$ cat config.mk
export PLATFORM = sky130hd
export DESIGN_NAME = imm_instr_encoder_flat
export DESIGN_NICKNAME = d
export VERILOG_FILES = /design/src/rtl/imm_instr_encoder_if.sv /design/src/rtl/imm_instr_encoder.sv /design/src/flat_wrapper.sv
export SDC_FILE = /design/constraint.sdc
export NUM_CORES = 1
export LEC_CHECK = 0
export BUFFER_PORTS_ARGS = -buffer_cell sky130_fd_sc_hd__buf_2
export CAP_MARGIN = 20
export CELL_PAD_IN_SITES_DETAIL_PLACEMENT = 1
export CELL_PAD_IN_SITES_GLOBAL_PLACEMENT = 2
export CORE_MARGIN = 1
export CORE_UTILIZATION = 30
export CTS_BUF_LIST = sky130_fd_sc_hd__clkbuf_16
export CTS_CLUSTER_DIAMETER = 150
export DETAILED_ROUTE_END_ITERATION = 6
export GPL_TIMING_DRIVEN = 0
export PLACE_DENSITY_LB_ADDON = 0.1
export SETUP_SLACK_MARGIN = 0.2
export SKIP_LAST_GASP = 1
export SLEW_MARGIN = 20
export SYNTH_ARGS = -nofsm -noshare
export SYNTH_HDL_FRONTEND = slang
export SYNTH_SLANG_ARGS = --single-unit
$ cat constraint.sdc
create_clock -name clk -period 4.3 [get_ports clk]
set_input_delay 0.215 -clock clk [delete_from_list [all_inputs] [get_ports clk]]
set_output_delay 0.215 -clock clk [all_outputs]
set_load 0.005 [all_outputs]
$ cat src/rtl/imm_instr_encoder_if.sv
// Field/handshake bundle between an instruction source and the encoder,
// plus the encoder's instruction-memory write port.
interface imm_instr_encoder_if #(
  parameter int ADDR_WIDTH = 6
);
  logic                  start_i;
  logic                  valid_i;
  logic                  last_i;
  logic                  ready_o;
  logic [6:0]            op_i;
  logic [4:0]            rd_i;
  logic [4:0]            rs1_i;
  logic [4:0]            rs2_i;
  logic [2:0]            funct3_i;
  logic [31:0]           imm_i;
  logic                  we_o;
  logic [ADDR_WIDTH-1:0] waddr_o;
  logic [31:0]           wdata_o;
  logic                  err_o;
  logic [7:0]            err_cnt_o;
  logic [ADDR_WIDTH:0]   count_o;
  logic                  done_o;
  logic                  full_o;

  modport master (
    output start_i, valid_i, last_i, op_i, rd_i, rs1_i, rs2_i, funct3_i, imm_i,
    input  ready_o, we_o, waddr_o, wdata_o, err_o, err_cnt_o, count_o, done_o, full_o
  );

  modport slave (
    input  start_i, valid_i, last_i, op_i, rd_i, rs1_i, rs2_i, funct3_i, imm_i,
    output ready_o, we_o, waddr_o, wdata_o, err_o, err_cnt_o, count_o, done_o, full_o
  );
endinterface

$ cat src/rtl/imm_instr_encoder.sv
// Packs decoded fields into RISC-V words (inverse of the datapath immediate
// extraction), range-checks the immediate and streams words into imem.
module imm_instr_encoder #(
  parameter int ADDR_WIDTH = 6,
  parameter int DEPTH      = 64,
  parameter int BASE_ADDR  = 0
) (
  input  logic clk,
  input  logic reset,
  imm_instr_encoder_if.slave bus
);
  typedef enum logic [1:0] {IDLE, LOAD, DONE} state_t;

  typedef struct packed {
    logic [6:0]  op;
    logic [4:0]  rd;
    logic [4:0]  rs1;
    logic [4:0]  rs2;
    logic [2:0]  f3;
    logic [31:0] imm;
  } req_t;

  state_t                state;
  req_t                  req;
  logic [ADDR_WIDTH-1:0] ptr;
  logic [ADDR_WIDTH:0]   count_nxt;
  logic                  at_depth;
  logic                  imm_ok;
  logic [31:0]           word;

  assign req = '{op: bus.op_i, rd: bus.rd_i, rs1: bus.rs1_i, rs2: bus.rs2_i,
                 f3: bus.funct3_i, imm: bus.imm_i};

  assign count_nxt = bus.count_o + 1'b1;
  assign at_depth  = (count_nxt == (ADDR_WIDTH+1)'(DEPTH));

  // Format selection mirrors the decoder: I, then S, everything else is U.
  // S is zero-extended by the decoder, so negative S immediates are illegal.
  always_comb begin
    imm_ok = 1'b0;
    word   = '0;
    if (req.op == 7'h13 || req.op == 7'h03) begin
      imm_ok = (&req.imm[31:11]) | ~(|req.imm[31:11]);
      word   = {req.imm[11:0], req.rs1, req.f3, req.rd, req.op};
    end else if (req.op == 7'h23) begin
      imm_ok = ~(|req.imm[31:12]);
      word   = {req.imm[11:5], req.rs2, req.rs1, req.f3, req.imm[4:0], req.op};
    end else begin
      imm_ok = (&req.imm[31:19]) | ~(|req.imm[31:19]);
      word   = {req.imm[19:0], req.rd, req.op};
    end
  end

  always_ff @(posedge clk) begin
    if (reset) begin
      state         <= IDLE;
      ptr           <= ADDR_WIDTH'(BASE_ADDR);
      bus.ready_o   <= 1'b0;
      bus.we_o      <= 1'b0;
      bus.err_o     <= 1'b0;
      bus.done_o    <= 1'b0;
      bus.full_o    <= 1'b0;
      bus.waddr_o   <= ADDR_WIDTH'(BASE_ADDR);
      bus.wdata_o   <= '0;
      bus.count_o   <= '0;
      bus.err_cnt_o <= '0;
    end else begin
      bus.we_o   <= 1'b0;
      bus.err_o  <= 1'b0;
      bus.done_o <= 1'b0;
      case (state)
        IDLE: if (bus.start_i) begin
          state         <= LOAD;
          bus.ready_o   <= 1'b1;
          bus.count_o   <= '0;
          bus.err_cnt_o <= '0;
          bus.full_o    <= 1'b0;
          ptr           <= ADDR_WIDTH'(BASE_ADDR);
        end
        LOAD: if (bus.valid_i && bus.ready_o) begin
          if (imm_ok) begin
            bus.we_o    <= 1'b1;
            bus.waddr_o <= ptr;
            bus.wdata_o <= word;
            ptr         <= ptr + 1'b1;
            bus.count_o <= count_nxt;
            if (at_depth) bus.full_o <= 1'b1;
          end else begin
            bus.err_o <= 1'b1;
            if (bus.err_cnt_o != 8'hFF) bus.err_cnt_o <= bus.err_cnt_o + 1'b1;
          end
          // Final write and done_o land in the same output cycle.
          if (bus.last_i || (imm_ok && at_depth)) begin
            state       <= DONE;
            bus.ready_o <= 1'b0;
            bus.done_o  <= 1'b1;
          end
        end
        DONE: state <= IDLE;
        default: state <= IDLE;
      endcase
    end
  end
endmodule

$ cat src/flat_wrapper.sv
// flat-port wrapper written by rule: the top's interface ports become plain ports
module imm_instr_encoder_flat 
#(
  parameter int ADDR_WIDTH = 6,
  parameter int DEPTH      = 64,
  parameter int BASE_ADDR  = 0
)
  (clk, reset, bus_start_i, bus_valid_i, bus_last_i, bus_op_i, bus_rd_i, bus_rs1_i, bus_rs2_i, bus_funct3_i, bus_imm_i, bus_ready_o, bus_we_o, bus_waddr_o, bus_wdata_o, bus_err_o, bus_err_cnt_o, bus_count_o, bus_done_o, bus_full_o);
  imm_instr_encoder_if #(.ADDR_WIDTH(ADDR_WIDTH)) bus_i ();
  input  logic clk;
  input  logic reset;
  input wire logic [$bits(bus_i.start_i)-1:0] bus_start_i;
  input wire logic [$bits(bus_i.valid_i)-1:0] bus_valid_i;
  input wire logic [$bits(bus_i.last_i)-1:0] bus_last_i;
  input wire logic [$bits(bus_i.op_i)-1:0] bus_op_i;
  input wire logic [$bits(bus_i.rd_i)-1:0] bus_rd_i;
  input wire logic [$bits(bus_i.rs1_i)-1:0] bus_rs1_i;
  input wire logic [$bits(bus_i.rs2_i)-1:0] bus_rs2_i;
  input wire logic [$bits(bus_i.funct3_i)-1:0] bus_funct3_i;
  input wire logic [$bits(bus_i.imm_i)-1:0] bus_imm_i;
  output wire logic [$bits(bus_i.ready_o)-1:0] bus_ready_o;
  output wire logic [$bits(bus_i.we_o)-1:0] bus_we_o;
  output wire logic [$bits(bus_i.waddr_o)-1:0] bus_waddr_o;
  output wire logic [$bits(bus_i.wdata_o)-1:0] bus_wdata_o;
  output wire logic [$bits(bus_i.err_o)-1:0] bus_err_o;
  output wire logic [$bits(bus_i.err_cnt_o)-1:0] bus_err_cnt_o;
  output wire logic [$bits(bus_i.count_o)-1:0] bus_count_o;
  output wire logic [$bits(bus_i.done_o)-1:0] bus_done_o;
  output wire logic [$bits(bus_i.full_o)-1:0] bus_full_o;
  assign bus_i.start_i = bus_start_i;
  assign bus_i.valid_i = bus_valid_i;
  assign bus_i.last_i = bus_last_i;
  assign bus_i.op_i = bus_op_i;
  assign bus_i.rd_i = bus_rd_i;
  assign bus_i.rs1_i = bus_rs1_i;
  assign bus_i.rs2_i = bus_rs2_i;
  assign bus_i.funct3_i = bus_funct3_i;
  assign bus_i.imm_i = bus_imm_i;
  assign bus_ready_o = bus_i.ready_o;
  assign bus_we_o = bus_i.we_o;
  assign bus_waddr_o = bus_i.waddr_o;
  assign bus_wdata_o = bus_i.wdata_o;
  assign bus_err_o = bus_i.err_o;
  assign bus_err_cnt_o = bus_i.err_cnt_o;
  assign bus_count_o = bus_i.count_o;
  assign bus_done_o = bus_i.done_o;
  assign bus_full_o = bus_i.full_o;
  imm_instr_encoder #(.ADDR_WIDTH(ADDR_WIDTH), .DEPTH(DEPTH), .BASE_ADDR(BASE_ADDR)) u_core (.clk(clk), .reset(reset), .bus(bus_i));
endmodule
After elaboration in Yosys (flattened, before gate mapping)
Index checks and enable logic that the tools add are counted.
Word-level totals
  RAM bits: 0
  input bits: 62
  bits in registers: 66
  output and inout bits: 58
  memories kept: 0
  latch bits: 0
  memory bits (read-only): 0
  logic and storage cells: 85
Operators by class
  bitwise operators: 7
  div/mod/pow operators: 0
  shift-type cells: 0
  add/sub/neg operators: 3
  multiplexer cells: 33
  equal/unequal tests: 13
  multipliers: 0
  magnitude comparators: 0
  reductions and logical operators: 18
Operators by type and width (number)
  $mux 32: 2
  $mux 8: 4
  $mux 7: 3
  $reduce_and 21->1: 1
  $reduce_or 21->1: 1
  $reduce_or 20->1: 1
  $mux 6: 3
  $pmux 8 s2: 1
  $pmux 7 s2: 1
  $reduce_and 13->1: 1
  $reduce_or 13->1: 1
  $mux 1: 12
  $pmux 6 s2: 1
  $ne 2x1->1 const B: 5
  $reduce_and 5->1: 2
  $add 8x1->8 const B: 1
  $ne 8x8->1 const B: 1
  $reduce_and 4->1: 2
  $add 7x1->7 const B: 1
  $eq 7x2->1 const B: 1
  $eq 7x5->1 const B: 1
  $eq 7x6->1 const B: 1
  $eq 7x7->1 const B: 1
  $add 6x1->6 const B: 1
  13 further kinds: 25

Depth between registers and ports, before layout
Gate-level depths: netlist of run 1.
  depth after elaboration: 10
  mapped depth: 8
  mapped depth without buffers: 7

Worst setup path after synthesis of run 1
Ideal clock, no wire load.
  path kind: register to register
  start: register u_core.state[0]
  end: register u_core.bus.waddr_o[5]
  data required time: 4172 ps
  path buffers: 1
  clock period less this slack: 1763 ps
  arrival time: 1635 ps
  stages on the path, launching flop included: 8
  library setup time: 128 ps
  slack: 2537 ps
  path through: dfxtp_1 nand2b_1 a21oi_1 nand2_1 a21oi_2 buf_2 mux2i_1 nor2_1
On the way
  cells in the longest elaborated chain, start to end: 2
RTL lines
  start, declared: RTL line imm_instr_encoder.sv:23  | state_t state;
  start signal, assigned: RTL line imm_instr_encoder.sv:56  | state <= IDLE;
  start signal, assigned: RTL line imm_instr_encoder.sv:73  | state <= LOAD;
  start signal, assigned: RTL line imm_instr_encoder.sv:94  | state <= DONE;
  $eq 2x1->1: RTL line imm_instr_encoder.sv:71  | case (state)
  $reduce_and 3->1 (no line)
  end signal, assigned: RTL line imm_instr_encoder.sv:63  | bus.waddr_o <= ADDR_WIDTH'(BASE_ADDR);
  end signal, assigned: RTL line imm_instr_encoder.sv:83  | bus.waddr_o <= ptr;
  end, declared: RTL line imm_instr_encoder_if.sv:32  | output ready_o, we_o, waddr_o, wdata_o, err_o, err_cnt_o, count_o, done_o, full_o
Every way passes these cells.
A chain may end at the register's enable or synchronous reset.

Worst setup path after layout of run 1
  start: register u_core.state[0]
  end: register u_core.bus.wdata_o[25]
On the way
  cells in the longest elaborated chain, start to end: 2
RTL lines
  $eq 2x1->1: RTL line imm_instr_encoder.sv:71
  $reduce_and 3->1 (no line)
  end signal, assigned: RTL line imm_instr_encoder.sv:84  | bus.wdata_o <= word;
  end, declared: RTL line imm_instr_encoder_if.sv:32
Every way passes these cells.

==> Implementation_results.wiki, run 1 <==
{| class="wikitable"
! Metric !! Value
|-
| Clock tree root driver cell || sky130_fd_sc_hd__clkbuf_16
|-
| Most area-hungry cell type in the Yosys netlist || sky130_fd_sc_hd__dfxtp_1
|-
| Net count of the finished layout || 571
|-
| Placement row count || 37
|-
| Min-Delay Path Depth || 3
|-
| Finish-stage setup viols || 0
|-
| Number of antenna violations at the first check in global routing || 1
|-
| TritonCTS buffer count || 9
|-
| Count of clock tree sinks || 66
|-
| Fraction of layout instances using a drive strength above 1 || 0.298
|-
| M1 WL || approximately 4700 um
|-
| Total negative slack for setup checks || 0 ns
|-
| Synth Flop Type || sky130_fd_sc_hd__dfxtp_1
|-
| Number of top-level pins || between 100 and 150
|-
| Number of H-tree branching levels || 3
|-
| Warnings from Yosys || 0
|-
| Xor-xnor portion of the synthesized cell area || 0.00544
|-
| Pin count of the biggest net entering global routing || 13
|-
| Maximum achievable frequency || 429 MHz
|-
| Post-DR wirelength/cell || approximately 17 um
|-
| Worst setup EP type || flip-flop
|-
| Number of vias in the routed layout || about 3300
|-
| Syn Area/Cell || 8.54 um^2
|-
| Number of synthesized flops with an enable pin || 0
|-
| Final Critical Period || 2.33 ns
|-
| Worst endpoint data arrival time || approximately 2.5 ns
|-
| Area Growth Syn to Fin || 32.7%
|-
| Synth top area share || 0.411
|-
| CTS tree || built
|-
| Initial DRC Count || 72
|-
| Fraction of synthesis flops using an asynchronous set or reset pin || 0
|-
| Number of antenna cells inserted || 0
|-
| Core box area || 10400 um^2
|-
| Cell area after synthesis || 3220 um^2
|-
| Run status || completed
|-
| Highest routed metal layer || met5
|-
| Fin. max-slew vios || 0
|-
| Total routing resource utilization after global routing || 0.202
|-
| Post-route design area || 4270 um^2
|-
| Starting density of the core || 0.310
|-
| Pin slew with the least headroom to its limit || 0.598 ns
|-
| P per Cell Area || 348 nW/um^2
|-
| Final hold vios || 0
|-
| Grt ovf || 0
|-
| Count of instances resized after the clock tree is built || 0
|-
| Worst min path class || input port to flip-flop
|-
| Final Wtd Congestion || between 0.7 and 0.8
|-
| Final-layout fill cell count || 1303
|-
| CTS clk-pin slew, worst paths || 0.06 ns
|-
| Clock skew || 0.00559 ns
|-
| Residual DRC count || 0
|-
| Max transition margin || 0.601
|-
| Global-route wire length before repair || 17400 um
|-
| Cell-by-cell trace of the critical path || nand2b_1 > a21oi_1 > nand2_1 > a21oi_2 > clkbuf_1 > a311oi_1
|-
| Register bit total from synthesis || 66
|-
| Met3 WL post-DR || 671 um
|-
| Buffers from clock root to sink, at most || 2
|-
| Antenna-violating nets left || 0
|-
| Startpoint class of the critical path || flip-flop
|-
| WP data required || 4.48 ns
|-
| Number of iterations in the first detailed-routing pass || 4
|-
| Adder and majority gate portion of the synthesized area || 0.0156
|-
| Standard cell area after detailed placement || slightly below 4000 um^2
|-
| Fin crit share || 0.542
|-
| Leading cell types by total area after synthesis || sky130_fd_sc_hd__dfxtp_1, sky130_fd_sc_hd__mux2i_1, sky130_fd_sc_hd__nor2_1, sky130_fd_sc_hd__nand3_1, sky130_fd_sc_hd__a311oi_1
|-
| Total die area || 11100 um^2
|-
| Number of instances in the synthesized netlist || between 300 and 400
|-
| Height of the die || approximately 110 um
|-
| Final WL || ~11000 um
|-
| Vias in the first global route || 3381
|-
| Die width || 106 um
|-
| Worst Reg2Reg Path Length in Cells || 6
|-
| Static Leakage || 1.79 nW
|-
| Sequential-to-total area share from yosys stat || 0.411
|-
| Number of unique standard cell types used by synthesis || 47
|-
| Met2 Routed Length || 5330 um
|-
| MaxCap Viol Count || 0
|-
| Net count after synthesis || 443
|-
| Multiplexer area fraction after synthesis || 0.0622
|-
| Clk_lat worst skew || 0.34 ns
|-
| Unrepaired setup endpoints after global routing || false
|-
| Setup CP Type || flip-flop to flip-flop
|-
| Largest family of logic cells by synthesized area || simple AND/OR/NAND/NOR gates
|-
| Cts-stage hold buffer count || 0
|-
| Share of the synthesized area in compound gates (AO/OA/AOI/OAI) || 0.198
|-
| Detailed Place HPWL || 8280 um
|-
| Via density per instance || 5.17
|-
| Number of port buffers || 117
|-
| Critical Path Slowest Stage Cell || sky130_fd_sc_hd__clkbuf_1
|-
| Setup fix buffers added after clock tree synthesis || 0
|-
| Largest vdd supply drop || 151 uV
|-
| Highest net fanout along the worst path || 10
|-
| Stage delay of the slowest cell on the critical path || 0.49 ns
|-
| Simple-Gate Fraction of Synth Area || 0.269
|}
-- cell families after synthesis --
kind of cell / count (synthesis)
AO/OA/AOI/OAI: 90
XOR/XNOR: 2
adder cells (fa/ha/maj): 4
buffers and inverters: 28
flip-flops: 66
multiplexers: 20
AND/OR/NAND/NOR: 167
-- cell usage in the layout (no fill, tap or decap), types with 3 or more instances in the layout --
master,instances
sky130_fd_sc_hd__nor3_1,12
sky130_fd_sc_hd__a311oi_1,14
sky130_fd_sc_hd__a21oi_1,17
sky130_fd_sc_hd__nand2_1,28
sky130_fd_sc_hd__buf_2,123
sky130_fd_sc_hd__or3_1,6
sky130_fd_sc_hd__clkinv_2,3
sky130_fd_sc_hd__nor3b_1,3
sky130_fd_sc_hd__nand3_1,27
sky130_fd_sc_hd__o21ai_0,17
sky130_fd_sc_hd__clkbuf_16,9
sky130_fd_sc_hd__nand4_1,5
sky130_fd_sc_hd__inv_1,5
sky130_fd_sc_hd__a211oi_1,11
sky130_fd_sc_hd__and3_1,4
sky130_fd_sc_hd__nor2_1,49
sky130_fd_sc_hd__nand2b_1,4
sky130_fd_sc_hd__or4_1,7
sky130_fd_sc_hd__nor4_1,4
sky130_fd_sc_hd__a32o_1,3
sky130_fd_sc_hd__ha_1,4
sky130_fd_sc_hd__o221ai_1,5
sky130_fd_sc_hd__dfxtp_1,66
sky130_fd_sc_hd__a31oi_1,4
sky130_fd_sc_hd__nor2b_1,8
sky130_fd_sc_hd__clkbuf_1,14
sky130_fd_sc_hd__o31ai_1,7
sky130_fd_sc_hd__mux2i_1,20
-- sequential cells by signal, indices dropped and copies added (netlist names) --
name and count:
u_core.bus.err_cnt_o 8, u_core.bus.ready_o 1, u_core.bus.waddr_o 6, u_core.bus.err_o 1, u_core.bus.done_o 1, u_core.ptr 6, u_core.bus.full_o 1, u_core.bus.count_o 7
u_core.bus.we_o 1, u_core.state 2, u_core.bus.wdata_o 32
-- path summary, 6_finish.rpt --
path,startpoint,endpoint,slack [ns]
max,u_core.state[0]$_SDFFE_PP0P_,u_core.bus.wdata_o[25]$_SDFFE_PP0P_,1.97
min,bus_op_i[1],u_core.bus.wdata_o[1]$_SDFFE_PP0P_,0.14
max reg2reg,u_core.state[0]$_SDFFE_PP0P_,u_core.bus.wdata_o[25]$_SDFFE_PP0P_,1.97
min reg2reg,u_core.bus.full_o$_SDFFE_PP0P_,u_core.bus.full_o$_SDFFE_PP0P_,0.47
-- critical path, delay by kind of cell, from the launching register on --
| family | cells | cell delay [ns] |
|---|---|---|
| AOI/OAI and AO/OA | 3 | 0.90 |
| DFF | 1 | 0.34 |
| and+or+nand+nor | 2 | 0.43 |
| buffers and inverters | 1 | 0.49 |
-- final cells by class --
class | count | area, um^2 | share of cell area
multi-input combinational | 283 | 1770 | 0.414
sequential | 66 | 1320 | 0.309
tap | 136 | 170 | 0.0399
buffer | 23 | 109 | 0.0255
clock buffer | 9 | 225 | 0.0528
inverter | 5 | 18.8 | 0.00440
clock inverter | 7 | 70.1 | 0.0164
timing repair buffer | 117 | 586 | 0.137
-- through the flow --
step	std cells	power (mW)	setup slack (ns)	util	hold WS, ns
floorplan	377	0.693	2.54	-	0.362
global placement	630	0.756	2.01	0.383	0.448
detailed placement	630	0.758	1.95	0.383	0.464
CTS	646	1.50	1.93	0.412	0.142
global route	646	1.55	1.72	0.412	0.163
finish	646	1.48	1.97	0.412	0.138
-- synthesized netlist by cell type, types with 7 or more instances --
cell                       instances
sky130_fd_sc_hd__nand3_1          27
sky130_fd_sc_hd__nor3_1           12
sky130_fd_sc_hd__o21ai_0          17
sky130_fd_sc_hd__clkbuf_1         14
sky130_fd_sc_hd__a211oi_1         11
sky130_fd_sc_hd__or4_1             7
sky130_fd_sc_hd__o31ai_1           7
sky130_fd_sc_hd__mux2i_1          20
sky130_fd_sc_hd__dfxtp_1          66
sky130_fd_sc_hd__a311oi_1         14
sky130_fd_sc_hd__nor2b_1           8
sky130_fd_sc_hd__a21oi_1          17
sky130_fd_sc_hd__nand2_1          28
sky130_fd_sc_hd__nor2_1           49
-- metal layers --
layer | GRT usage | vias up
li1 | - | 1668
met4 | 0.0595 | 2
met3 | 0.0600 | 14
met5 | 0 | -
met1 | 0.241 | 1564
met2 | 0.350 | 92
-- report_power, final --
part / switching, mW / internal, mW / total, mW
sequential: 0.00599 / 0.616 / 0.622
combinational: 0.0741 / 0.0467 / 0.121
clock: 0.293 / 0.448 / 0.741
total: 0.373 / 1.11 / 1.48
No activity file was read; power rests on OpenSTA's default activity.
==> run 2, diff against run 1 <==
- CORE_UTILIZATION: 30 -> 28
- clock period: 4.3 -> 2.3 ns (I/O delays scaled with it)
==> run 2 against run 1 <==
Cell count up 0.62%. Critical path depth did not move. Flip-flop and latch count unchanged. Clock-buffer cell count unchanged. Worst setup slack worse by 1.6 ns. Total power is 88% higher. Global-route usage shrank 0.50 points. Die area up 7.0%. Register-to-register slack got worse by 1.6 ns. Clock skew is 0.0044 ns higher. Sequential power rose by 86%. Sequential share of layout area decreased by 0.25 points.
==> Implementation_results.wiki, run 2 (synthesis results as in run 1) <==
{| class="wikitable"
! Metric !! Value
|-
| Number of vias in the routed layout || 3379
|-
| Number of top-level pins || between 100 and 150
|-
| Number of antenna cells inserted || 0
|-
| Via density per instance || approximately 5.2
|-
| Fin crit share || 0.820
|-
| Total power after layout || 2.78 mW
|-
| Final hold vios || 0
|-
| Buffers from clock root to sink, at most || 2
|-
| Clock skew || about 0.01 ns
|-
| Net count of the finished layout || 571
|-
| Flop2flop setup slack || roughly 0.41 ns
|-
| Most common cell after layout, fill and taps aside || sky130_fd_sc_hd__buf_2
|-
| Final Critical Period || 1.89 ns
|-
| MaxCap Viol Count || 0
|-
| Registers with the most flip-flops || u_core.bus.wdata_o: 32 flops, u_core.bus.err_cnt_o: 8 flops, u_core.bus.count_o: 7 flops
|-
| Fraction of layout instances using a drive strength above 1 || 0.314
|-
| Detailed Place HPWL || 8450 um
|-
| WP data required || 2.58 ns
|-
| Placement row count || 38
|-
| Initial DRC Count || between 100 and 150
|-
| Total negative slack for setup checks || 0 ns
|-
| Highest routed metal layer || met4
|-
| Number of H-tree branching levels || 3
|-
| TritonCTS buffer count || 9
|-
| Largest register by flop count || u_core.bus.wdata_o
|-
| Fin. max-slew vios || 0
|-
| Worst Reg2Reg Path Length in Cells || 6
|-
| Min-Delay Path Depth || 3
|-
| Height of the die || 109 um
|-
| M1 WL || 4780 um
|-
| Number of iterations in the first detailed-routing pass || 4
|-
| Run status || completed
|-
| Global-route wire length before repair || 17600 um
|-
| Setup fix buffers added after clock tree synthesis || 0
|-
| Starting density of the core || 0.292
|-
| CTS clk-pin slew, worst paths || around 0.060 ns
|-
| Grt ovf || 0
|-
| Final WL || 11100 um
|-
| Area Growth Syn to Fin || 34.0%
|-
| Max transition margin || 0.559
|-
| Core box area || 11000 um^2
|-
| CTS tree || built
|-
| End of the worst register-to-register path || u_core.bus.err_cnt_o[0]$_SDFFE_PP0P_
|-
| Die width || around 110 um
|-
| Vias in the first global route || 3384
|-
| Worst min path class || input port to flip-flop
|-
| Worst endpoint data arrival time || around 2.2 ns
|-
| Count of clock tree sinks || 66
|-
| Highest net fanout along the worst path || 10
|-
| Met2 Routed Length || 5430 um
|-
| Worst setup EP type || flip-flop
|-
| Post-DR wirelength/cell || 17.0 um
|-
| Cts-stage hold buffer count || 0
|-
| Clk_lat worst skew || 0.35 ns
|-
| Static Leakage || 1.79 nW
|-
| Pin slew with the least headroom to its limit || 0.660 ns
|-
| Worst reg2reg startpoint || u_core.state[0]$_SDFFE_PP0P_
|-
| Maximum achievable frequency || 530 MHz
|-
| Largest vdd supply drop || 326 uV
|-
| Startpoint of the worst hold path || bus_op_i[1]
|-
| Setup CP Type || flip-flop to flip-flop
|-
| Pin count of the biggest net entering global routing || 13
|-
| Startpoint class of the critical path || flip-flop
|-
| Total routing resource utilization after global routing || 0.197
|-
| Total die area || 11900 um^2
|-
| Min-Delay Endpoint || u_core.bus.wdata_o[1]$_SDFFE_PP0P_
|-
| Most frequent cells in the layout || sky130_fd_sc_hd__buf_2, sky130_fd_sc_hd__dfxtp_1, sky130_fd_sc_hd__nor2_1
|-
| Met3 WL post-DR || 723 um
|-
| P per Cell Area || 645 nW/um^2
|-
| Number of antenna violations at the first check in global routing || 0
|-
| Unrepaired setup endpoints after global routing || true
|-
| Final Wtd Congestion || 0.775
|-
| Residual DRC count || 0
|-
| Number of flip-flops under the largest register name || 32
|-
| Final-layout fill cell count || around 1400
|-
| Finish-stage setup viols || 0
|-
| Antenna-violating nets left || 0
|-
| Clock tree root driver cell || sky130_fd_sc_hd__clkbuf_16
|-
| Number of port buffers || 117
|}
## run 2: changes by cell type in the layout (fill, tap and decap cells not counted), sizes merged
cell,previous run,this run
buf,126,125
clkinv,5,2
clkinvlp,1,4
clkbuf,23,24
## run 2: timing repair
item / CTS / global route
setup endpoints to repair: 42 / 46
resized for setup: 4 / 9
gates cloned: 0 / 0
## run 2: worst max path at each step
stage	from	endpoint	slack, ns	depth (start not counted)
2_1_floorplan	u_core.state[0]$_SDFFE_PP0P_	u_core.bus.waddr_o[5]$_SDFFE_PP0P_	0.54	7
3_3_place_gp	u_core.state[0]$_SDFFE_PP0P_	u_core.bus.wdata_o[27]$_SDFFE_PP0P_	-0.03	6
3_5_place_dp	u_core.state[0]$_SDFFE_PP0P_	u_core.bus.wdata_o[0]$_SDFFE_PP0P_	-0.06	7
4_1_cts	u_core.state[0]$_SDFFE_PP0P_	u_core.bus.waddr_o[3]$_SDFFE_PP0P_	0.21	7
5_1_grt	u_core.bus.count_o[0]$_SDFFE_PP0P_	u_core.bus.done_o$_SDFF_PP0_	0.18	7
6_report	u_core.state[0]$_SDFFE_PP0P_	u_core.bus.err_cnt_o[0]$_SDFFE_PP0P_	0.41	6
## run 2: cell type report
class | instances | area, um^2 | share of cell area
Clock inverter | 7 | 70.1 | 0.0163
Inverter | 5 | 18.8 | 0.00435
Buffer | 23 | 118 | 0.0273
Clock buffer | 9 | 225 | 0.0522
Multi-Input combinational cell | 283 | 1800 | 0.416
Tap cell | 140 | 175 | 0.0406
Sequential cell | 66 | 1320 | 0.307
Timing Repair Buffer | 117 | 586 | 0.136
## run 2: report_power, final
| part | leakage, nW | switching (mW) | internal [mW] | total (mW) |
|---|---|---|---|---|
| Clock | 0.133 | 0.552 | 0.834 | 1.39 |
| Combinational | 1.12 | 0.142 | 0.0904 | 0.233 |
| Sequential | 0.533 | 0.0111 | 1.15 | 1.16 |
| Total | 1.79 | 0.706 | 2.08 | 2.78 |
## run 2: worst max-delay path, cell delays in order, from the launching register on
cell and delay (ns):
sky130_fd_sc_hd__dfxtp_1 0.34, sky130_fd_sc_hd__nand2b_1 0.20, sky130_fd_sc_hd__a21o_1 0.27, sky130_fd_sc_hd__a41o_1 0.30, sky130_fd_sc_hd__clkbuf_2 0.22, sky130_fd_sc_hd__or3_1 0.37, sky130_fd_sc_hd__a21oi_1 0.13
## run 2: stage by stage
stage	instances	hold slack (ns)	cell area, um^2	util	setup slack, ns
floorplan	377	0.262	3220	-	0.537
global placement	634	0.373	3980	0.361	-0.0332
detailed placement	634	0.388	3980	0.361	-0.0622
CTS	650	0.0276	4280	0.388	0.208
global route	650	0.0611	4310	0.391	0.185
finish	650	0.0345	4310	0.391	0.414
## run 2: routing by layer
layer,up-vias,track usage
met5,-,0
met4,0,0.0600
met3,13,0.0646
met2,93,0.341
met1,1607,0.231
li1,1666,-
